### config.mk
export PLATFORM = sky130hd
export DESIGN_NAME = ram_port_arbiter
export DESIGN_NICKNAME = d
export VERILOG_FILES = /design/src/rtl/ram_port_arbiter.sv
export SDC_FILE = /design/constraint.sdc
export NUM_CORES = 1
export LEC_CHECK = 0
export ABC_CLOCK_PERIOD_IN_PS = 1200
export BUFFER_PORTS_ARGS = -buffer_cell sky130_fd_sc_hd__buf_4
export CORE_UTILIZATION = 33
export CTS_CLUSTER_DIAMETER = 100
export DETAILED_ROUTE_END_ITERATION = 8
export PLACE_DENSITY = 0.78
export SYNTH_ARGS = -nofsm -noshare
export SYNTH_HDL_FRONTEND = slang
export SYNTH_SLANG_ARGS = --single-unit
### constraint.sdc
create_clock -name clk -period 1.2 [get_ports clk]
set_input_delay 0.12 -clock clk [delete_from_list [all_inputs] [get_ports clk]]
set_output_delay 0.12 -clock clk [all_outputs]
set_load 0.02 [all_outputs]
### src/rtl/ram_port_arbiter.sv
// Two-requester round-robin arbiter in front of one single-port RAM with 1-cycle registered reads.
// Define ARB_LOCK_EN to let a requester hold the grant across a multi-word burst via reqN_lock.
module ram_port_arbiter #(
    parameter int ADDR_WIDTH = 10,
    parameter int DATA_WIDTH = 16
) (
    input  logic                  clk,
    input  logic                  reset_n,
    input  logic                  req0_valid,
    output logic                  req0_ready,
    input  logic                  req0_we,
    input  logic [ADDR_WIDTH-1:0] req0_addr,
    input  logic [DATA_WIDTH-1:0] req0_wdata,
    input  logic                  req0_lock,
    output logic                  rsp0_valid,
    output logic [DATA_WIDTH-1:0] rsp0_rdata,
    input  logic                  req1_valid,
    output logic                  req1_ready,
    input  logic                  req1_we,
    input  logic [ADDR_WIDTH-1:0] req1_addr,
    input  logic [DATA_WIDTH-1:0] req1_wdata,
    input  logic                  req1_lock,
    output logic                  rsp1_valid,
    output logic [DATA_WIDTH-1:0] rsp1_rdata,
    output logic [ADDR_WIDTH-1:0] ram_a,
    output logic [DATA_WIDTH-1:0] ram_d,
    output logic                  ram_we,
    input  logic [DATA_WIDTH-1:0] ram_q
);

    logic                  last_grant;
    logic                  rsp_pending;
    logic                  rsp_tag;
    logic [ADDR_WIDTH-1:0] ram_a_q;

    logic                  grant_valid;
    logic                  grant_id;
    logic                  accept;
    logic                  win_we;
    logic [ADDR_WIDTH-1:0] win_addr;
    logic [DATA_WIDTH-1:0] win_wdata;

`ifdef ARB_LOCK_EN
    typedef enum logic [1:0] {LOCK_NONE, LOCK_OWN0, LOCK_OWN1} lock_state_t;

    lock_state_t lock_owner;
    lock_state_t lock_next;
    logic        win_lock;

    always_ff @(posedge clk) begin
        if (!reset_n) lock_owner <= LOCK_NONE;
        else          lock_owner <= lock_next;
    end

    // An owner keeps the port even while idle; dropping valid releases it.
    always_comb begin
        grant_valid = 1'b0;
        grant_id    = 1'b0;
        lock_next   = lock_owner;
        win_lock    = 1'b0;
        case (lock_owner)
            LOCK_OWN0: begin
                grant_valid = req0_valid;
                grant_id    = 1'b0;
                if (!req0_valid || (reset_n && !req0_lock)) lock_next = LOCK_NONE;
            end
            LOCK_OWN1: begin
                grant_valid = req1_valid;
                grant_id    = 1'b1;
                if (!req1_valid || (reset_n && !req1_lock)) lock_next = LOCK_NONE;
            end
            LOCK_NONE: begin
                grant_valid = req0_valid | req1_valid;
                grant_id    = (req0_valid & req1_valid) ? ~last_grant : req1_valid;
                win_lock    = grant_id ? req1_lock : req0_lock;
                if (grant_valid && reset_n && win_lock)
                    lock_next = grant_id ? LOCK_OWN1 : LOCK_OWN0;
            end
            default: lock_next = LOCK_NONE;
        endcase
    end
`else
    logic unused_lock;
    assign unused_lock = req0_lock ^ req1_lock;

    always_comb begin
        grant_valid = req0_valid | req1_valid;
        grant_id    = (req0_valid & req1_valid) ? ~last_grant : req1_valid;
    end
`endif

    assign accept     = grant_valid & reset_n;
    assign req0_ready = accept & ~grant_id;
    assign req1_ready = accept & grant_id;

    assign win_we    = grant_id ? req1_we    : req0_we;
    assign win_addr  = grant_id ? req1_addr  : req0_addr;
    assign win_wdata = grant_id ? req1_wdata : req0_wdata;

    // With no winner the address stays parked on the last access.
    assign ram_a  = grant_valid ? win_addr : ram_a_q;
    assign ram_d  = grant_valid ? win_wdata : '0;
    assign ram_we = accept & win_we;

    always_ff @(posedge clk) begin
        if (!reset_n) begin
            last_grant  <= 1'b1;
            rsp_pending <= 1'b0;
            rsp_tag     <= 1'b0;
            ram_a_q     <= '0;
        end else begin
            rsp_pending <= accept & ~win_we;
            if (accept) begin
                last_grant <= grant_id;
                rsp_tag    <= grant_id;
                ram_a_q    <= win_addr;
            end
        end
    end

    assign rsp0_valid = rsp_pending & ~rsp_tag;
    assign rsp1_valid = rsp_pending & rsp_tag;
    assign rsp0_rdata = rsp0_valid ? ram_q : '0;
    assign rsp1_rdata = rsp1_valid ? ram_q : '0;

endmodule

### Word level (Yosys, flattened, before mapping)

Index checks and enable logic that the tools add are counted.

| storage, ports and cells | value |
|---|---|
| bits of input ports | 76 |
| bits in read-only memories | 0 |
| latch bits | 0 |
| word-level logic and storage cells | 25 |
| register bits after elaboration | 13 |
| bits in writable memories | 0 |
| output and inout bits | 63 |
| memories | 0 |

| cells by class | value |
|---|---|
| multiplexer cells | 8 |
| $add $sub $neg | 0 |
| eq/ne operators | 0 |
| magnitude comparators | 0 |
| divide/modulo/power cells | 0 |
| reductions and logical operators | 0 |
| shifts and indexed selects | 0 |
| multiply operators | 0 |
| bitwise logic cells | 13 |

Operators by type and width:

| cell | number |
|---|---|
| 2-to-1 mux 16 bit | 4 |
| 2-to-1 mux 10 bit | 2 |
| bitwise AND 1 bit | 8 |
| inverter 1 bit | 4 |
| 2-to-1 mux 1 bit | 2 |
| bitwise OR 1 bit | 1 |

### Longest topological paths before layout

| logic depth | value |
|---|---|
| depth after elaboration | 5 |
| depth in mapped cells | 5 |

### Worst setup path before layout

Ideal clock, no wire load.

| path | value |
|---|---|
| path type | register -> output |
| start | register last_grant |
| end | output port ram_a[7] |
| slack | -229 ps |
| arrival time | 1309 ps |
| stages on the path, launching flop included | 6 |
| cell sequence | dfxtp_1 a21bo_1 buf_6 buf_8 nor2_2 nor3_1 |

| on the way | value |
|---|---|
| longest elaborated chain between the ends | 4 |

RTL lines:

| item | line | text |
|---|---|---|
| start: declaration | 31 | `logic last_grant;` |
| start signal: assignment | 114 | `last_grant <= grant_id;` |
| inverter 1 bit | 88 | `grant_id = (req0_valid & req1_valid) ? ~last_grant : req1_valid;` |
| 2-to-1 mux 1 bit | 88 |  |
| 2-to-1 mux 10 bit | 97 | `assign win_addr = grant_id ? req1_addr : req0_addr;` |
| 2-to-1 mux 10 bit | 101 | `assign ram_a = grant_valid ? win_addr : ram_a_q;` |
| end: declaration | 25 | `output logic [ADDR_WIDTH-1:0] ram_a,` |

Every way passes these cells.

### Final worst setup path

| path | value |
|---|---|
| start | register last_grant |
| end | output port ram_a[4] |

Same word-level chain as after synthesis.

==> run_summary.xml <==
<?xml version="1.0" encoding="UTF-8"?>
<metrics>
  <group name="setup_path">
    <metric name="critical_path.reg2reg.endpoint" unit="">ram_a_q[8]</metric>
    <metric name="worst_ep_required" unit="ns">1.08</metric>
    <metric name="cp.arrival" unit="ns">1.33</metric>
    <metric name="timing.setup.critical_path_class" unit="">flip-flop to primary output</metric>
    <metric name="end_kind" unit="">primary output</metric>
    <metric name="regToRegStartpoint" unit="">last_grant</metric>
    <metric name="r2r_setup_slack" unit="ns">0</metric>
    <metric name="crit_path_max_fanout" unit="">4</metric>
    <metric name="r2r_cells" unit="">5</metric>
    <metric name="cp-start-kind" unit="">flip-flop</metric>
  </group>
  <group name="die">
    <metric name="die_h" unit="µm">67.0</metric>
    <metric name="core-area" unit="µm²">4030</metric>
    <metric name="std_cell_rows" unit="">23</metric>
    <metric name="top_level_ports" unit="">139</metric>
    <metric name="initial_core_util" unit="%">34.6</metric>
    <metric name="die_width" unit="µm">67.0</metric>
    <metric name="die_area" unit="µm²">4490</metric>
  </group>
  <group name="cells_and_area">
    <metric name="multi_input_area" unit="µm²">1220</metric>
    <metric name="layout.nets" unit="">417</metric>
    <metric name="fin_area" unit="µm²">3030</metric>
    <metric name="core_occupancy_in_the_finished_layout" unit="%">75.3</metric>
    <metric name="instances_no_fill" unit="">390</metric>
    <metric name="ff_latch_area" unit="µm²">264</metric>
    <metric name="drive_gt1_share" unit="%">70.6</metric>
    <metric name="diodes" unit="">0</metric>
    <metric name="fillerInstances" unit="">302</metric>
    <metric name="area_growth_syn_to_layout" unit="%">117</metric>
  </group>
  <group name="clocking">
    <metric name="tritoncts" unit="">built</metric>
    <metric name="clkSinkCount" unit="">13</metric>
    <metric name="clk_latency" unit="ns">0.24</metric>
    <metric name="cts-root-buf" unit="">clkbuf_8</metric>
    <metric name="clockBufferDepth" unit="">2</metric>
    <metric name="path_clk_slew" unit="ns">0.05</metric>
    <metric name="cts_htree_levels" unit="">1</metric>
    <metric name="post_cts_hold_buffer_count" unit="">0</metric>
    <metric name="cts_made_buffers" unit="">3</metric>
  </group>
  <group name="grt">
    <metric name="grt_antenna_before_repair" unit="">0</metric>
    <metric name="groute.layer.met3.usage" unit="%">4.79</metric>
    <metric name="grt_first_pass_wirelength" unit="µm">7970</metric>
    <metric name="largest_net_degree_at_the_start_of_global_routing" unit="">20</metric>
    <metric name="total_routing_usage_reported_by_global_routing" unit="%">23.2</metric>
    <metric name="use_met2" unit="%">46.3</metric>
    <metric name="global_routing_usage_on_met1" unit="%">22.3</metric>
    <metric name="top_usage_layer" unit="">met2</metric>
    <metric name="grt_overflow" unit="">0</metric>
    <metric name="number_of_global_route_vias_before_repair" unit="">1732</metric>
  </group>
  <group name="pwr">
    <metric name="ir_worst_vdd" unit="mV">0.556</metric>
    <metric name="leakage_power_of_the_design" unit="nW">1.59</metric>
    <metric name="power-per-cell-area" unit="nW/µm²">666</metric>
  </group>
  <group name="sta">
    <metric name="final_hold_violating_endpoints" unit="">0</metric>
    <metric name="timing_max_transition_violations_final" unit="">0</metric>
    <metric name="fin_worst_skew" unit="ns">0.00400</metric>
    <metric name="post-route-worst-setup-slack" unit="ns">-0.246</metric>
    <metric name="setup_total_negative_slack" unit="ns">-7.41</metric>
    <metric name="final_period_minus_worst_setup_slack" unit="ns">1.45</metric>
    <metric name="finalSetupViolations" unit="">46</metric>
    <metric name="grt_setup_unrepaired" unit="">true</metric>
    <metric name="relSlewSlack" unit="%">73.2</metric>
    <metric name="fmaxAchievable" unit="MHz">692</metric>
    <metric name="post-route-period-util" unit="%">120</metric>
    <metric name="whs" unit="ns">0.147</metric>
    <metric name="worst_slew_pin_slew" unit="ns">0.400</metric>
  </group>
  <group name="logic_synthesis">
    <metric name="synth-warning-count" unit="">0</metric>
    <metric name="sequential_share_of_the_synthesized_area" unit="%">18.7</metric>
    <metric name="syn_area" unit="µm²">1400</metric>
    <metric name="average_cell_area_after_synthesis" unit="µm²">7.54</metric>
    <metric name="count_of_cell_types_in_the_netlist" unit="">27</metric>
    <metric name="synth_seq_cells" unit="">13</metric>
    <metric name="synthCells" unit="">185</metric>
    <metric name="syn-num-nets" unit="">261</metric>
  </group>
  <group name="hold_path">
    <metric name="min-delay-path-class" unit="">primary input to flip-flop</metric>
    <metric name="timing.hold.worst_path_depth" unit="">2</metric>
    <metric name="worst_hold_startpoint" unit="">reset_n</metric>
    <metric name="hold_end" unit="">last_grant</metric>
  </group>
  <group name="placement">
    <metric name="place.gp.congestion" unit="">0.749</metric>
    <metric name="detailed_place_hpwl" unit="µm">4120</metric>
    <metric name="postPlaceCellArea" unit="µm²">2710</metric>
    <metric name="portBuffers" unit="">136</metric>
    <metric name="place_inst" unit="">384</metric>
  </group>
  <group name="status">
    <metric name="result_of_the_run" unit="">finished, violations left</metric>
    <metric name="failed_checks" unit="">setup timing</metric>
  </group>
  <group name="routing">
    <metric name="wirelength" unit="µm">5520</metric>
    <metric name="route.vias.total" unit="">1919</metric>
    <metric name="drt.antenna.violating_nets" unit="">0</metric>
    <metric name="drt-pass1-iter-count" unit="">4</metric>
    <metric name="routed_wire_length_per_instance" unit="µm">14.2</metric>
    <metric name="detail_route.vias_per_cell" unit="">4.92</metric>
    <metric name="drc_viols" unit="">0</metric>
    <metric name="drt_iter0_drc" unit="">68</metric>
  </group>
  <group name="job">
    <metric name="max-cap-violations" unit="">0</metric>
  </group>
</metrics>
## worst max-delay path, stage by stage, from the launching register on
cell     delay (ns)
dfxtp_2        0.34
a21bo_2        0.19
buf_4          0.17
nor2_4         0.05
nor3_2         0.17
buf_4          0.17
## worst max path at each step
stage                    end  startpoint  slack (ns)  cells after the start
finish              ram_a[4]  last_grant       -0.25                      5
global route        ram_a[8]  last_grant       -0.28                      5
CTS                 ram_a[3]  last_grant       -0.23                      5
detailed placement  ram_a[4]  req0_valid       -0.06                      6
global placement    ram_a[9]  req0_valid      -0.007                      6
floorplan           ram_a[7]  last_grant       -0.06                      5
## final cells by class
class	count	area share (%)
clock buffer	4	1.49
multi-input combinational	157	40.2
timing repair buffer	166	47.6
tap	50	2.06
sequential	13	8.70
## layer usage
metal	up-vias	share of wire [%]
met1	871	35
met3	14	8.0
met5	-	0
li1	958	-
met4	0	2.9
met2	76	54
## power by group
part | internal (mW) | switching (mW)
Combinational | 0.624 | 0.532
Clock | 0.234 | 0.152
Sequential | 0.467 | 0.0112
Total | 1.33 | 0.695
## kinds of logic (layout without fill, tap and decap cells)
family,after synthesis,in the layout,synth area share [%]
simple gates,141,141,61.6
flops,13,13,18.7
compound gates,16,16,12.0
buf+inv,15,170,7.71
## cell usage after synthesis (all sizes together)
cell type	instances	share of area, %
clkbuf	4	1.1
a211oi	10	7.9
and3b	11	6.9
nor3	10	3.6
nand3	16	5.7
and2	18	8.1
and2b	7	3.8
nand2	34	9.1
dfxtp	13	19
nor2b	5	2.2
nand2b	2	0.90
o21ai	1	0.36
o21a	1	0.54
a21boi	2	1.9
a21bo	1	0.72
and3	17	7.6
nor2	11	3.3
a32oi	1	0.63
buf	11	6.6
nor4b	10	10
## metrics by stage
step / total power [mW] / setup WS [ns]
detailed placement: 1.52 / -0.0595
floorplan: 1.00 / -0.0616
global route: 2.13 / -0.285
CTS: 2.02 / -0.229
finish: 2.02 / -0.246
global placement: 1.50 / -0.00738
## placed cells by master, fill, tap and decap left out, types with 2 or more instances in the layout
cell type	count
buf_12	4
dfxtp_1	10
and2_4	16
nand3_1	16
and3b_1	11
buf_4	123
nor3_2	9
nor2_2	4
dfxtp_2	3
and2_1	2
a211oi_2	8
nor4b_2	9
and3_1	16
nand2_1	23
nor2b_1	5
nor2_4	6
clkbuf_8	3
and2b_1	7
nand2_2	11
a211oi_1	2
buf_6	39
## registers in the layout, indices dropped and copies added (netlist names)
name and flops:
ram_a_q 10, last_grant 1, rsp_tag 1, rsp_pending 1
## timing repair
item,4_1_cts,5_1_grt
pin swaps,1,1
gates resized for setup,69,10
gates cloned,0,1
setup endpoints to repair,50,68
buffers inserted,1,0
No activity file was read; power rests on OpenSTA's default activity.
